[config.mk]
export PLATFORM = sky130hd
export DESIGN_NAME = axi4_slave_read_data
export DESIGN_NICKNAME = d
export VERILOG_FILES = /design/src/rtl/axi4_pkg.sv /design/src/rtl/axi4_burst_addr_gen.sv /design/src/rtl/axi4_slave_read_data.sv
export SDC_FILE = /design/constraint.sdc
export NUM_CORES = 1
export LEC_CHECK = 0
export BUFFER_PORTS_ARGS = -buffer_cell sky130_fd_sc_hd__buf_2
export CORE_MARGIN = 1
export CORE_UTILIZATION = 51
export CTS_BUF_LIST = sky130_fd_sc_hd__clkbuf_16
export DETAILED_ROUTE_END_ITERATION = 10
export GPL_TIMING_DRIVEN = 0
export PLACE_DENSITY = 0.78
export SLEW_MARGIN = 40
export SYNTH_ARGS = -nofsm -noshare
export SYNTH_HDL_FRONTEND = slang
export SYNTH_HIERARCHICAL = 1
export SYNTH_SLANG_ARGS = --single-unit
[constraint.sdc]
create_clock -name clk -period 6.8 [get_ports clk]
set_input_delay 1.36 -clock clk [delete_from_list [all_inputs] [get_ports clk]]
set_output_delay 1.36 -clock clk [all_outputs]
set_load 0.05 [all_outputs]
[src/rtl/axi4_pkg.sv]
// Shared types for the AXI4 slave read path: burst encodings, RRESP codes
// and the read-data engine state machine.
package axi4_pkg;

  typedef enum logic [1:0] {
    BURST_FIXED = 2'b00,
    BURST_INCR  = 2'b01,
    BURST_WRAP  = 2'b10,
    BURST_RSVD  = 2'b11
  } burst_t;

  localparam logic [1:0] RESP_OKAY   = 2'b00;
  localparam logic [1:0] RESP_SLVERR = 2'b10;
  localparam logic [1:0] RESP_DECERR = 2'b11;

  typedef enum logic [1:0] {
    ST_IDLE,
    ST_FETCH,
    ST_CAPTURE,
    ST_DATA
  } rd_state_t;

endpackage

[src/rtl/axi4_burst_addr_gen.sv]
// Combinational next-beat byte address for FIXED/INCR/WRAP bursts.
// Zero latency; reserved burst type holds the address.
module axi4_burst_addr_gen
  import axi4_pkg::*;
#(
  parameter int ADDR_WIDTH = 32
) (
  input  logic [ADDR_WIDTH-1:0] addr,
  input  logic [2:0]            size,
  input  logic [7:0]            len,
  input  burst_t                burst,
  output logic [ADDR_WIDTH-1:0] next_addr
);

  localparam logic [ADDR_WIDTH-1:0] ONE = 1;

  logic [ADDR_WIDTH-1:0] bytes;
  logic [ADDR_WIDTH-1:0] total;
  logic [ADDR_WIDTH-1:0] lower;
  logic [ADDR_WIDTH-1:0] incr;

  always_comb begin
    bytes = ONE << size;
    // total = bytes * (len + 1), formed as a shift since bytes is a power of two
    total = ({{(ADDR_WIDTH-8){1'b0}}, len} + ONE) << size;
    lower = addr & ~(total - ONE);
    incr  = addr + bytes;
    case (burst)
      BURST_INCR: next_addr = incr;
      BURST_WRAP: next_addr = (incr == lower + total) ? lower : incr;
      default:    next_addr = addr;
    endcase
  end

endmodule

[src/rtl/axi4_slave_read_data.sv]
// AXI4 slave R-channel engine: pulse-to-RVALID 3 cycles, one beat per 3 cycles; beats held under RREADY low,
// one command may be queued while busy, further pulses dropped (cmd_overflow). Range check under AXI4_RD_ADDR_CHECK_EN.
module axi4_slave_read_data
  import axi4_pkg::*;
#(
  parameter int ADDR_WIDTH = 32,
  parameter int DATA_WIDTH = 32,
  parameter int ID_WIDTH   = 4,
  parameter int MEM_DEPTH  = 1024
) (
  input  logic                  clk,
  input  logic                  rst,
  input  logic                  ar_transfer_occurred,
  input  logic [ADDR_WIDTH-1:0] latched_araddr,
  input  logic [ID_WIDTH-1:0]   latched_arid,
  input  logic [7:0]            latched_arlen,
  input  logic [2:0]            latched_arsize,
  input  logic [1:0]            latched_arburst,
  output logic                  mem_rd_en,
  output logic [ADDR_WIDTH-1:0] mem_rd_addr,
  input  logic [DATA_WIDTH-1:0] mem_rd_data,
  output logic                  rvalid,
  input  logic                  rready,
  output logic [DATA_WIDTH-1:0] rdata,
  output logic [ID_WIDTH-1:0]   rid,
  output logic [1:0]            rresp,
  output logic                  rlast,
  output logic                  rd_busy,
  output logic                  cmd_overflow
);

  localparam int OFF = $clog2(DATA_WIDTH / 8);

  typedef struct packed {
    logic [ADDR_WIDTH-1:0] addr;
    logic [ID_WIDTH-1:0]   id;
    logic [7:0]            len;
    logic [2:0]            size;
    burst_t                burst;
  } cmd_t;

  rd_state_t             state, state_nxt;
  cmd_t                  in_cmd, act, pend;
  logic                  pend_vld;
  logic [7:0]            beat_cnt;
  logic [ADDR_WIDTH-1:0] next_addr;
  logic [ADDR_WIDTH-1:0] word_addr;
  logic                  hs, last_beat, last_hs;
  logic                  load_act_new, load_act_pend, load_pend, drop;
  logic                  slv_err, dec_err;
  logic [1:0]            beat_resp;

  assign in_cmd = '{addr:  latched_araddr,
                    id:    latched_arid,
                    len:   latched_arlen,
                    size:  latched_arsize,
                    burst: burst_t'(latched_arburst)};

  assign hs        = (state == ST_DATA) && rvalid && rready;
  assign last_beat = (beat_cnt == act.len);
  assign last_hs   = hs && last_beat;

  // A pulse on the closing handshake goes straight to active only if nothing is queued ahead of it
  assign load_act_new  = ar_transfer_occurred && ((state == ST_IDLE) || (last_hs && !pend_vld));
  assign load_act_pend = last_hs && pend_vld;
  assign load_pend     = ar_transfer_occurred && !load_act_new && !pend_vld;
  assign drop          = ar_transfer_occurred && !load_act_new && pend_vld;

  assign word_addr = act.addr >> OFF;

  assign slv_err = (act.burst == BURST_RSVD) ||
                   ((act.burst == BURST_WRAP) && (act.len != 8'd1) && (act.len != 8'd3) &&
                    (act.len != 8'd7) && (act.len != 8'd15)) ||
                   (act.size > 3'(OFF));

`ifdef AXI4_RD_ADDR_CHECK_EN
  assign dec_err = (word_addr >= ADDR_WIDTH'(MEM_DEPTH));
`else
  assign dec_err = 1'b0;
`endif

  assign beat_resp = slv_err ? RESP_SLVERR : (dec_err ? RESP_DECERR : RESP_OKAY);

  axi4_burst_addr_gen #(
    .ADDR_WIDTH(ADDR_WIDTH)
  ) u_addr_gen (
    .addr      (act.addr),
    .size      (act.size),
    .len       (act.len),
    .burst     (act.burst),
    .next_addr (next_addr)
  );

  always_ff @(posedge clk or negedge rst) begin
    if (!rst) state <= ST_IDLE;
    else      state <= state_nxt;
  end

  always_comb begin
    state_nxt   = state;
    mem_rd_en   = 1'b0;
    mem_rd_addr = '0;
    case (state)
      ST_IDLE: begin
        if (ar_transfer_occurred) state_nxt = ST_FETCH;
      end
      ST_FETCH: begin
        mem_rd_en   = (beat_resp == RESP_OKAY);
        mem_rd_addr = word_addr;
        state_nxt   = ST_CAPTURE;
      end
      ST_CAPTURE: begin
        state_nxt = ST_DATA;
      end
      ST_DATA: begin
        if (hs) begin
          if (!last_beat || pend_vld || load_act_new) state_nxt = ST_FETCH;
          else                                        state_nxt = ST_IDLE;
        end
      end
      default: state_nxt = ST_IDLE;
    endcase
  end

  always_ff @(posedge clk or negedge rst) begin
    if (!rst) begin
      act          <= '0;
      pend         <= '0;
      pend_vld     <= 1'b0;
      beat_cnt     <= 8'd0;
      cmd_overflow <= 1'b0;
      rvalid       <= 1'b0;
      rdata        <= '0;
      rresp        <= RESP_OKAY;
    end else begin
      if (load_act_new) begin
        act      <= in_cmd;
        beat_cnt <= 8'd0;
      end else if (load_act_pend) begin
        act      <= pend;
        beat_cnt <= 8'd0;
      end else if (hs) begin
        act.addr <= next_addr;
        beat_cnt <= beat_cnt + 8'd1;
      end

      if (load_pend)          pend <= in_cmd;
      if (load_act_pend)      pend_vld <= 1'b0;
      else if (load_pend)     pend_vld <= 1'b1;
      if (drop)               cmd_overflow <= 1'b1;

      if (state == ST_CAPTURE) begin
        rvalid <= 1'b1;
        rdata  <= (beat_resp == RESP_OKAY) ? mem_rd_data : '0;
        rresp  <= beat_resp;
      end else if (hs) begin
        rvalid <= 1'b0;
      end
    end
  end

  assign rid     = act.id;
  assign rlast   = rvalid && last_beat;
  assign rd_busy = (state != ST_IDLE) || pend_vld;

endmodule

==> results of run 1 <==
-- placed cells by master, fill, tap and decap left out, types with 15 or more instances in the layout --
cell | synthesis | layout
and3_1 | 35 | 35
buf_4 | 12 | 29
xnor2_1 | 52 | 50
o22ai_1 | 48 | 46
nor2_1 | 135 | 133
xor2_1 | 17 | 17
o21ai_0 | 80 | 76
nand2_1 | 144 | 142
nand4_1 | 22 | 22
inv_1 | 90 | 91
dfrtp_1 | 144 | 138
a21oi_1 | 79 | 78
a211oi_1 | 23 | 15
mux2i_1 | 53 | 53
ha_1 | 23 | 21
nor3_1 | 32 | 31
o21a_1 | 18 | 18
nand3_1 | 38 | 37
clkbuf_1 | 68 | 56
buf_2 | 18 | 173
clkbuf_16 | 0 | 17
mux2_2 | 47 | 47
and2_1 | 41 | 41
-- kinds of logic after synthesis --
logic type                 synth area share [%]
and+or+nand+nor                            22.5
AOI/OAI and AO/OA                          22.8
xor gates and xnor gates                   5.27
DFF                                        29.5
muxes                                      9.91
buffers and inverters                      7.43
other                                    0.0307
adders and majority gates                  2.52
-- per-layer routing --
layer | global-route usage, % | vias up
li1 | - | 5781
met1 | 44.3 | 6234
met2 | 55.4 | 719
met3 | 5.34 | 105
met4 | 15.3 | 0
met5 | 0 | -
-- area by class of cell --
cell class	instances	area, um2	area share, %
Inverter	91	342	2.36
Clock inverter	14	191	1.32
Clock buffer	17	425	2.94
Buffer	109	586	4.05
Sequential cell	144	3610	24.9
Antenna cell	1	2.50	0.0173
Timing Repair Buffer	175	953	6.59
Tap cell	319	399	2.76
Multi-Input combinational cell	1149	7960	55.0
-- worst paths after layout --
check | from | endpoint | cells past startpoint
worst max-delay path | act[5] | act[17] | 28
worst min-delay path | cmd_overflow | cmd_overflow | 1
worst max register to register | act[5] | act[17] | 28
worst min register to register | cmd_overflow | cmd_overflow | 1
max in group asynchronous | rst | act[45] | 2
min in group asynchronous | rst | rid[2] | 1
-- worst max-delay path: cells and delay by family (launching register included) --
family	cells	cell delay [ps]
AOI/OAI and AO/OA	10	2260
xor gates and xnor gates	1	140
adders and majority gates	2	530
buffers and inverters	4	580
DFF	1	460
muxes	2	510
and+or+nand+nor	9	1980
-- per-stage QoR --
stage,power [W],setup slack (ps)
floorplan,0.00552,812
global placement,0.00679,-624
detailed placement,0.00690,-740
CTS,0.00803,1.81
global route,0.00878,-43.4
finish,0.00834,211
-- flip-flops by register name, summed over array words and instances, names as in the netlist --
register,flops
pend_vld,1
rid,4
state,2
cmd_overflow,1
rvalid,1
rresp,1
beat_cnt,8
act,45
pend,49
rdata,32
-- power groups by stage --
stage          Combinational, W  Clock, W  Sequential [W]
3_5_place_dp            0.00525         0         0.00166
2_1_floorplan           0.00370         0         0.00182
6_report                0.00568  0.000987         0.00168
5_1_grt                 0.00604   0.00103         0.00172
3_3_place_gp            0.00516         0         0.00163
4_1_cts                 0.00538  0.000989         0.00166
-- repair_timing --
item | CTS | global route
endpoints found under the setup margin | 32 | 32
buffers inserted | 4 | 14
resized for setup | 32 | 48
pin swaps | 5 | 12
==> impl_metrics.sql, run 1 <==
INSERT INTO impl_metrics (metric_group, metric, value, unit) VALUES
('run_status', 'run_status', 'finished clean', ''),
('sta', 'max-slew-margin-rel', '49.4', '%'),
('power_and_ir_drop', 'worst_ir_drop_vdd', '0.000375', 'V'),
('clock_network', 'tritoncts_buffers', '17', ''),
('grt', 'grt_first_pass_wirelength', '65100', 'um'),
('clock_network', 'cts.reportedPaths.clkPinSlew', '70', 'ps'),
('sta', 'timing.final.crit_share', '96.9', '%'),
('synth', 'synth_top_flop_cell', 'dfrtp_1', ''),
('power_and_ir_drop', 'share_comb_of_total_power', '68.1', '%'),
('power_and_ir_drop', 'intPower', '0.00386', 'W'),
('worst_setup_path', 'r2r_slack', '210', 'ps'),
('synth', 'synth_edf_count', '0', ''),
('sta', 'fmax', '0.152', 'GHz'),
('synth', 'postSynthRegisterBits', '144', ''),
('routing', 'm1WireLength', '17100', 'um'),
('cells_and_area', 'synthToLayoutAreaGrowth', '18.6', '%'),
('grt', 'antenna_violations_before_repair', '1', ''),
('sta', 'finalSetupViolCount', '0', ''),
('cells_and_area', 'drive_gt1_share', '24.1', '%'),
('routing', 'top_layer', 'met4', ''),
('worst_setup_path', 'critical_path_required', '7100', 'ps'),
('clock_network', 'cts_sinks', '144', ''),
('sta', 'worst-slew-pin-transition', '756', 'ps'),
('synth', 'syn_area_per_cell', '8.18', 'um2'),
('synth', 'synth_seq_area_share', '29.5', '%'),
('cells_and_area', 'layout.cell_area.non_filler', '14500', 'um2'),
('synth', 'synthCells', '1493', ''),
('placement', 'detailedPlacementHpwl', '31100', 'um'),
('flow_run', 'max_cap_viols', '0', ''),
('routing', 'routed_via_density', '6.36', ''),
('floorplanning', 'die_height', '157', 'um'),
('sta', 'final_max_slew_viol_count', '0', ''),
('synth', 'ys_warn_count', '6', ''),
('routing', 'drt.antenna.violating_nets', '0', ''),
('min_path', 'hold_path_class', 'register to register', ''),
('sta', 'period_needed', '6590', 'ps'),
('synth', 'post_synth_most_frequent_cells', 'dfrtp_1, nand2_1, nor2_1, inv_1, o21ai_0', ''),
('synth', 'synth_area_leader_cell', 'dfrtp_1', ''),
('clock_network', 'ctsHtreeMaxLevel', '4', ''),
('worst_setup_path', 'critical-path-top-cell-by-count', 'buf_4', ''),
('worst_setup_path', 'critical_path.max_fanout', '9', ''),
('clock_network', 'cts_hold_buffers', '0', ''),
('synth', 'synth_top_cell_area_share', '29.5', '%'),
('cells_and_area', 'finalCoreUtilization', '61.7', '%'),
('placement', 'placement.io_buffers', '156', ''),
('routing', 'firstDrtPassIters', '6', ''),
('sta', 'fin_skew', '12.2', 'ps'),
('routing', 'drt-total-wl', '41900', 'um'),
('cells_and_area', 'final_standard_cell_count_with_taps_included_and_fillers_excluded', '2019', ''),
('power_and_ir_drop', 'p_clk_share', '11.8', '%'),
('clock_network', 'ctsRootBufferMaster', 'clkbuf_16', ''),
('routing', 'remaining_drc_errors', '0', ''),
('routing', 'num_vias', '12800', ''),
('power_and_ir_drop', 'standby_leakage_power', '6.23', 'nW'),
('floorplanning', 'floorplan.core_area', '23500', 'um2'),
('floorplanning', 'placement_rows', '56', ''),
('grt', 'grt_max_degree', '76', ''),
('grt', 'grt_remaining_overflow', '0', ''),
('floorplanning', 'dieArea', '24600', 'um2'),
('floorplanning', 'floorplan.die.width', '157', 'um'),
('worst_setup_path', 'kind_of_end_point_of_the_critical_path', 'register', ''),
('worst_setup_path', 'worst_setup_path_start_kind', 'register', ''),
('cells_and_area', 'number_of_fill_cells', '1986', ''),
('routing', 'met2_wirelength', '19800', 'um'),
('clock_network', 'tritoncts_clock_tree', 'built', ''),
('routing', 'detail_route.wl_per_cell', '20.8', 'um'),
('placement', 'detailed_place.area', '13400', 'um2'),
('power_and_ir_drop', 'p_sw_share', '53.7', '%'),
('power_and_ir_drop', 'power_frac_seq', '20.1', '%'),
('sta', 'hold_ws', '473', 'ps'),
('grt', 'grtUsageTotal', '34.0', '%');
Power figures use the tool's default switching activity.
==> inputs of run 2 (changes only) <==
Clock period 6.8 ns to 7.2 ns, I/O delays scaled along.
==> run 2 against run 1 <==
  * Critical path depth down 4
  * Flip-flop and latch count unchanged
  * Design area down 1.6%
  * Sequential share of layout area up 0.38 points
  * Largest cell class unchanged
  * Highest routed layer unchanged
==> impl_metrics.sql, run 2 (synthesized netlist as in run 1, its figures left out) <==
INSERT INTO impl_metrics (metric_group, metric, value, unit) VALUES
('run_status', 'run_status', 'finished clean', ''),
('grt', 'grt_max_degree', '76', ''),
('routing', 'remaining_drc_errors', '0', ''),
('cells_and_area', 'layout_commonest_cell', 'buf_2', ''),
('grt', 'grtUsageTotal', '33.9', '%'),
('cells_and_area', 'fin_nets', '1788', ''),
('power_and_ir_drop', 'power.density_cell_area', '543', 'nW/um2'),
('floorplanning', 'floorplan.initialDensity', '52.0', '%'),
('power_and_ir_drop', 'p_sw_share', '53.8', '%'),
('routing', 'drt.antenna.violating_nets', '0', ''),
('worst_setup_path', 'timing.setup.critical_path_class', 'register to register', ''),
('worst_setup_path', 'worstPathArrival', '7260', 'ps'),
('min_path', 'hold_path_class', 'register to register', ''),
('cells_and_area', 'number_of_fill_cells', '2014', ''),
('sta', 'timing.final.crit_share', '96.2', '%'),
('routing', 'drt-initial-drc-count', '1293', ''),
('power_and_ir_drop', 'intPower', '0.00357', 'W'),
('flow_run', 'max_cap_viols', '0', ''),
('power_and_ir_drop', 'worst_ir_drop_vdd', '0.000351', 'V'),
('cells_and_area', 'drive_gt1_share', '22.0', '%'),
('routing', 'drt-total-wl', '41500', 'um'),
('grt', 'grt_pass1_vias', '12100', ''),
('cells_and_area', 'top_regs', 'pend (49), act (45), rdata (32)', ''),
('floorplanning', 'placement_rows', '56', ''),
('worst_setup_path', 'kind_of_end_point_of_the_critical_path', 'register', ''),
('sta', 'finalSetupViolCount', '0', ''),
('worst_setup_path', 'critical_path.max_fanout', '10', ''),
('sta', 'fmax', '0.144', 'GHz'),
('placement', 'routabilityCongestion', '0.962', ''),
('cells_and_area', 'most_flop_heavy_register', 'pend', ''),
('clock_network', 'cts_sinks', '144', ''),
('cells_and_area', 'most_used_cells_in_the_layout_excluding_fill_and_tap_cells', 'buf_2, nand2_1, dfrtp_1', ''),
('placement', 'placement.io_buffers', '156', ''),
('floorplanning', 'dieArea', '24600', 'um2'),
('power_and_ir_drop', 'standby_leakage_power', '6.16', 'nW'),
('clock_network', 'clock_insertion_delay_worst_skew', '430', 'ps'),
('sta', 'final_max_slew_viol_count', '0', ''),
('routing', 'routed_via_density', '6.32', ''),
('power_and_ir_drop', 'switching_power', '0.00417', 'W'),
('placement', 'detailedPlacementHpwl', '31100', 'um'),
('clock_network', 'ctsRootBufferMaster', 'clkbuf_16', ''),
('power_and_ir_drop', 'p_clk_share', '12.1', '%'),
('grt', 'grt_remaining_overflow', '0', ''),
('sta', 'hold_vio_cnt_final', '0', ''),
('power_and_ir_drop', 'power_frac_seq', '20.5', '%'),
('clock_network', 'tritoncts_buffers', '17', ''),
('grt', 'grt_first_pass_wirelength', '65100', 'um'),
('cells_and_area', 'number_of_flip_flops_under_the_largest_register_name', '49', ''),
('floorplanning', 'floorplan.core_area', '23500', 'um2'),
('placement', 'placed_cell_count', '1971', ''),
('routing', 'num_vias', '12700', ''),
('clock_network', 'ctsHtreeMaxLevel', '4', ''),
('sta', 'period_needed', '6930', 'ps'),
('floorplanning', 'design.portCount', '160', ''),
('cells_and_area', 'synthToLayoutAreaGrowth', '16.7', '%'),
('power_and_ir_drop', 'share_comb_of_total_power', '67.4', '%'),
('sta', 'max-slew-margin-rel', '40.7', '%'),
('power_and_ir_drop', 'total_power', '0.00774', 'W'),
('min_path', 'hold_path.startpoint', 'cmd_overflow', ''),
('clock_network', 'cts.reportedPaths.clkPinSlew', '60', 'ps'),
('floorplanning', 'floorplan.die.width', '157', 'um'),
('worst_setup_path', 'critical_path_required', '7530', 'ps'),
('floorplanning', 'die_height', '157', 'um'),
('worst_setup_path', 'r2r_slack', '270', 'ps'),
('grt', 'antenna_violations_before_repair', '1', ''),
('worst_setup_path', 'worstSetupStartpoint', 'act[2]', ''),
('clock_network', 'cts_hold_buffers', '0', ''),
('routing', 'firstDrtPassIters', '8', ''),
('cells_and_area', 'final_standard_cell_count_with_taps_included_and_fillers_excluded', '2011', ''),
('worst_setup_path', 'r2r_start', 'act[2]', ''),
('clock_network', 'tritoncts_clock_tree', 'built', ''),
('cells_and_area', 'finalCoreUtilization', '60.7', '%'),
('clock_network', 'clock_tree.buffer_depth', '2', ''),
('sta', 'fin_skew', '13.8', 'ps'),
('worst_setup_path', 'worst_setup_path_start_kind', 'register', ''),
('placement', 'detailed_place.area', '13400', 'um2'),
('sta', 'worst-slew-pin-transition', '887', 'ps'),
('routing', 'detail_route.wl_per_cell', '20.6', 'um'),
('cells_and_area', 'layout.cell_area.non_filler', '14200', 'um2');
-- run 2: cell type report --
cell class / count / area, um2 / area share, %
antenna: 1 / 2.50 / 0.0176
buffer: 111 / 576 / 4.04
clock buffer: 17 / 425 / 2.99
clock inverter: 14 / 191 / 1.34
inverter: 91 / 342 / 2.40
multi-input combinational: 1149 / 7830 / 54.9
sequential: 144 / 3610 / 25.3
tap: 319 / 399 / 2.80
timing repair buffer: 165 / 878 / 6.16
-- run 2: metrics by stage --
step	hold slack, ps	setup TNS [ps]	setup WS, ps
after global placement	439	-2180	-224
after CTS	467	0	4.82
after floorplan	480	0	1210
after detailed placement	447	-4720	-340
after global routing	488	-10.7	-10.7
final	469	0	275
-- run 2: path summary, 6_finish.rpt --
path / end / depth (start not counted)
min in group asynchronous: rid[2] / 1
hold reg to reg: cmd_overflow / 1
setup / recovery: act[39] / 24
max in group asynchronous: act[45] / 2
hold / removal: cmd_overflow / 1
setup reg to reg: act[39] / 24
-- run 2: timing repair --
item / 4_1_cts / 5_1_grt
pin swaps: 0 / 4
buffers inserted: 0 / 8
endpoints found under the setup margin: 31 / 32
resized for setup: 7 / 35
-- run 2: worst max-delay path, cell delays in order, from the launching register on --
cell and delay [ps]:
dfrtp_2 500, buf_2 220, clkbuf_1 220, clkbuf_2 260
or2_2 350, nand4_1 130, ha_1 280, nand3_1 100
a2bb2oi_1 180, a21o_1 260, a211oi_1 490, clkbuf_2 320
nand3_1 160, a22oi_1 310, o21ai_0 230, o31ai_2 390
mux2_2 390, nor4_1 360, o2111ai_2 270, nor2_4 250
buf_4 230, nand3_2 180, a211oi_2 320, mux2i_1 150
a221oi_2 260
-- run 2: power groups by stage --
stage	Clock [W]	Sequential (W)	Combinational, W
2_1_floorplan	0	0.00172	0.00350
3_3_place_gp	0	0.00154	0.00487
3_5_place_dp	0	0.00156	0.00495
4_1_cts	0.000934	0.00156	0.00502
5_1_grt	0.000972	0.00163	0.00555
6_report	0.000936	0.00159	0.00522
-- run 2: metal layers --
metal / track usage (%) / wire, um / vias to the layer above / share of wire, %
met4: 15.4 / 1600 / 0 / 3.9
met1: 43.9 / 17100 / 6166 / 41
met2: 55.2 / 19400 / 686 / 47
li1: - / - / 5765 / -
met3: 5.70 / 3380 / 101 / 8.1
met5: 0 / 0 / - / 0
==> inputs of run 3 (changes only) <==
Settings changed: PLACE_DENSITY 0.78 to 0.81.
==> run 3 against run 2 <==
  * Worst hold slack got worse by 1.0 ps
  * Critical path depth increased by 2
  * Fmax decreased by 0.97%
  * Utilization decreased by 0.15 points
  * Non-clock buffer count increased by 1
  * Sequential share of layout area increased by 0.065 points
  * Largest power group unchanged
  * Highest routed layer is now met5
==> impl_metrics.sql, run 3 (synthesized netlist as in run 1, its figures left out) <==
INSERT INTO impl_metrics (metric_group, metric, value, unit) VALUES
('routing', 'detail_route.wl_per_cell', '20.3', 'um'),
('clock_network', 'ctsHtreeMaxLevel', '4', ''),
('worst_setup_path', 'critical_path.max_fanout', '10', ''),
('routing', 'drt-initial-drc-count', '1421', ''),
('worst_setup_path', 'worstPathArrival', '7320', 'ps'),
('routing', 'routed_via_density', '6.29', ''),
('routing', 'num_vias', '12700', ''),
('grt', 'grtUsageTotal', '33.5', '%'),
('routing', 'drt.antenna.violating_nets', '0', ''),
('clock_network', 'clock_insertion_delay_worst_skew', '430', 'ps'),
('sta', 'worst-slew-pin-transition', '804', 'ps'),
('cells_and_area', 'final_standard_cell_count_with_taps_included_and_fillers_excluded', '2012', ''),
('floorplanning', 'floorplan.initialDensity', '52.0', '%'),
('grt', 'grt_pass1_vias', '11900', ''),
('placement', 'detailedPlacementHpwl', '30700', 'um'),
('worst_setup_path', 'timing.setup.critical_path_class', 'register to register', ''),
('sta', 'period_needed', '6990', 'ps'),
('cells_and_area', 'drive_gt1_share', '22.1', '%'),
('cells_and_area', 'multi_input_area', '7830', 'um2'),
('placement', 'placed_cell_count', '1972', ''),
('cells_and_area', 'synthToLayoutAreaGrowth', '16.4', '%'),
('worst_setup_path', 'worst_setup_path_start_kind', 'register', ''),
('power_and_ir_drop', 'standby_leakage_power', '6.14', 'nW'),
('clock_network', 'tritoncts_clock_tree', 'built', ''),
('power_and_ir_drop', 'worst_ir_drop_vdd', '0.000428', 'V'),
('sta', 'fmax', '0.143', 'GHz'),
('routing', 'remaining_drc_errors', '0', ''),
('grt', 'grt_first_pass_wirelength', '64100', 'um'),
('routing', 'drt-total-wl', '40800', 'um'),
('cells_and_area', 'layout.cell_area.non_filler', '14200', 'um2'),
('worst_setup_path', 'critical_path_required', '7530', 'ps'),
('clock_network', 'tritoncts_buffers', '17', ''),
('cells_and_area', 'layout_commonest_cell', 'buf_2', ''),
('cells_and_area', 'most_used_cells_in_the_layout_excluding_fill_and_tap_cells', 'buf_2, nand2_1, dfrtp_1', ''),
('clock_network', 'cts_hold_buffers', '0', ''),
('cells_and_area', 'most_flop_heavy_register', 'pend', ''),
('floorplanning', 'design.portCount', '160', ''),
('placement', 'placement.io_buffers', '156', ''),
('sta', 'hold_ws', '468', 'ps'),
('floorplanning', 'placement_rows', '56', ''),
('routing', 'firstDrtPassIters', '8', ''),
('placement', 'routabilityCongestion', '0.996', ''),
('grt', 'grt_remaining_overflow', '0', ''),
('floorplanning', 'die_height', '157', 'um'),
('grt', 'antenna_violations_before_repair', '1', ''),
('sta', 'final_max_slew_viol_count', '0', ''),
('sta', 'finalSetupViolCount', '0', ''),
('grt', 'grt_max_degree', '72', ''),
('cells_and_area', 'antenna_cells', '0', ''),
('clock_network', 'cts_sinks', '144', ''),
('min_path', 'hold_path_class', 'register to register', ''),
('flow_run', 'max_cap_viols', '0', ''),
('sta', 'timing.final.crit_share', '97.1', '%'),
('power_and_ir_drop', 'power.density_cell_area', '535', 'nW/um2'),
('sta', 'hold_vio_cnt_final', '0', ''),
('clock_network', 'clock_tree.buffer_depth', '2', ''),
('floorplanning', 'dieArea', '24600', 'um2'),
('sta', 'max-slew-margin-rel', '45.9', '%'),
('floorplanning', 'floorplan.core_area', '23500', 'um2'),
('sta', 'fin_skew', '11.4', 'ps'),
('cells_and_area', 'finalCoreUtilization', '60.5', '%'),
('cells_and_area', 'fin_nets', '1789', ''),
('run_status', 'run_status', 'finished clean', ''),
('cells_and_area', 'top_regs', 'pend (49), act (45), rdata (32)', ''),
('cells_and_area', 'number_of_flip_flops_under_the_largest_register_name', '49', ''),
('clock_network', 'ctsRootBufferMaster', 'clkbuf_16', ''),
('clock_network', 'cts.reportedPaths.clkPinSlew', '60', 'ps'),
('cells_and_area', 'layout.area.seq', '3610', 'um2'),
('cells_and_area', 'number_of_fill_cells', '2005', ''),
('sta', 'tns', '0', 'ps'),
('worst_setup_path', 'kind_of_end_point_of_the_critical_path', 'register', ''),
('floorplanning', 'floorplan.die.width', '157', 'um'),
('placement', 'detailed_place.area', '13500', 'um2');
-- run 3: layout make-up --
| cell class | count | share of cell area, % |
|---|---|---|
| Tap cell | 319 | 2.81 |
| Timing Repair Buffer | 166 | 6.37 |
| Clock buffer | 17 | 2.99 |
| Inverter | 91 | 2.40 |
| Multi-Input combinational cell | 1149 | 55.1 |
| Clock inverter | 15 | 0.845 |
| Sequential cell | 144 | 25.4 |
| Buffer | 111 | 4.08 |
-- run 3: power breakdown --
part	total, W	switching, W	internal [W]
Clock	0.000830	0.000359	0.000471
Combinational	0.00520	0.00339	0.00182
Sequential	0.00157	0.000397	0.00118
Total	0.00761	0.00414	0.00346
-- run 3: what timing repair did --
action | in CTS | in global routing
setup buffers | 0 | 8
pin swaps | 0 | 6
gates resized for setup | 9 | 38
setup endpoints to repair | 32 | 32
-- run 3: worst max-delay path, cell delays in order, from the launching register on --
cell and delay [ps]:
dfrtp_2 490, ha_1 200, buf_4 160, nand4_1 200, o21ai_0 130, a211o_1 360
or4_4 590, a2111o_1 490, nor4_2 280, ha_1 270, and2_1 190, ha_1 380
xnor2_2 190, xnor2_2 270, a211o_1 150, nand2_1 50, nand2_1 80, nor2_1 40
a311o_1 340, nor4_2 310, o2111ai_2 320, nor2_4 260, buf_4 220, nand2_1 150
a221oi_2 350, mux2i_1 140, a221oi_2 270
-- run 3: per-layer routing --
metal	wire length [um]	global-route usage, %	vias up
li1	-	-	5757
met1	16100	43.2	6041
met2	19100	54.4	731
met3	4010	6.42	122
met4	1560	14.8	2
met5	17	0	-
-- run 3: final timing paths --
| kind | startpoint | end | slack, ps | cells after the start |
|---|---|---|---|---|
| hold reg to reg | cmd_overflow | cmd_overflow | 470 | 1 |
| hold / removal | cmd_overflow | cmd_overflow | 470 | 1 |
| min in group asynchronous | rst | pend[42] | 850 | 1 |
| max in group asynchronous | rst | act[7] | 5430 | 3 |
| setup / recovery | act[6] | act[36] | 210 | 26 |
| setup reg to reg | act[6] | act[36] | 210 | 26 |
-- run 3: stage by stage --
step                setup slack (ps)  total power (W)
floorplan                       1210          0.00522
global placement                -246          0.00637
detailed placement              -438          0.00650
CTS                             34.7          0.00738
global route                   -38.7          0.00804
finish                           207          0.00761
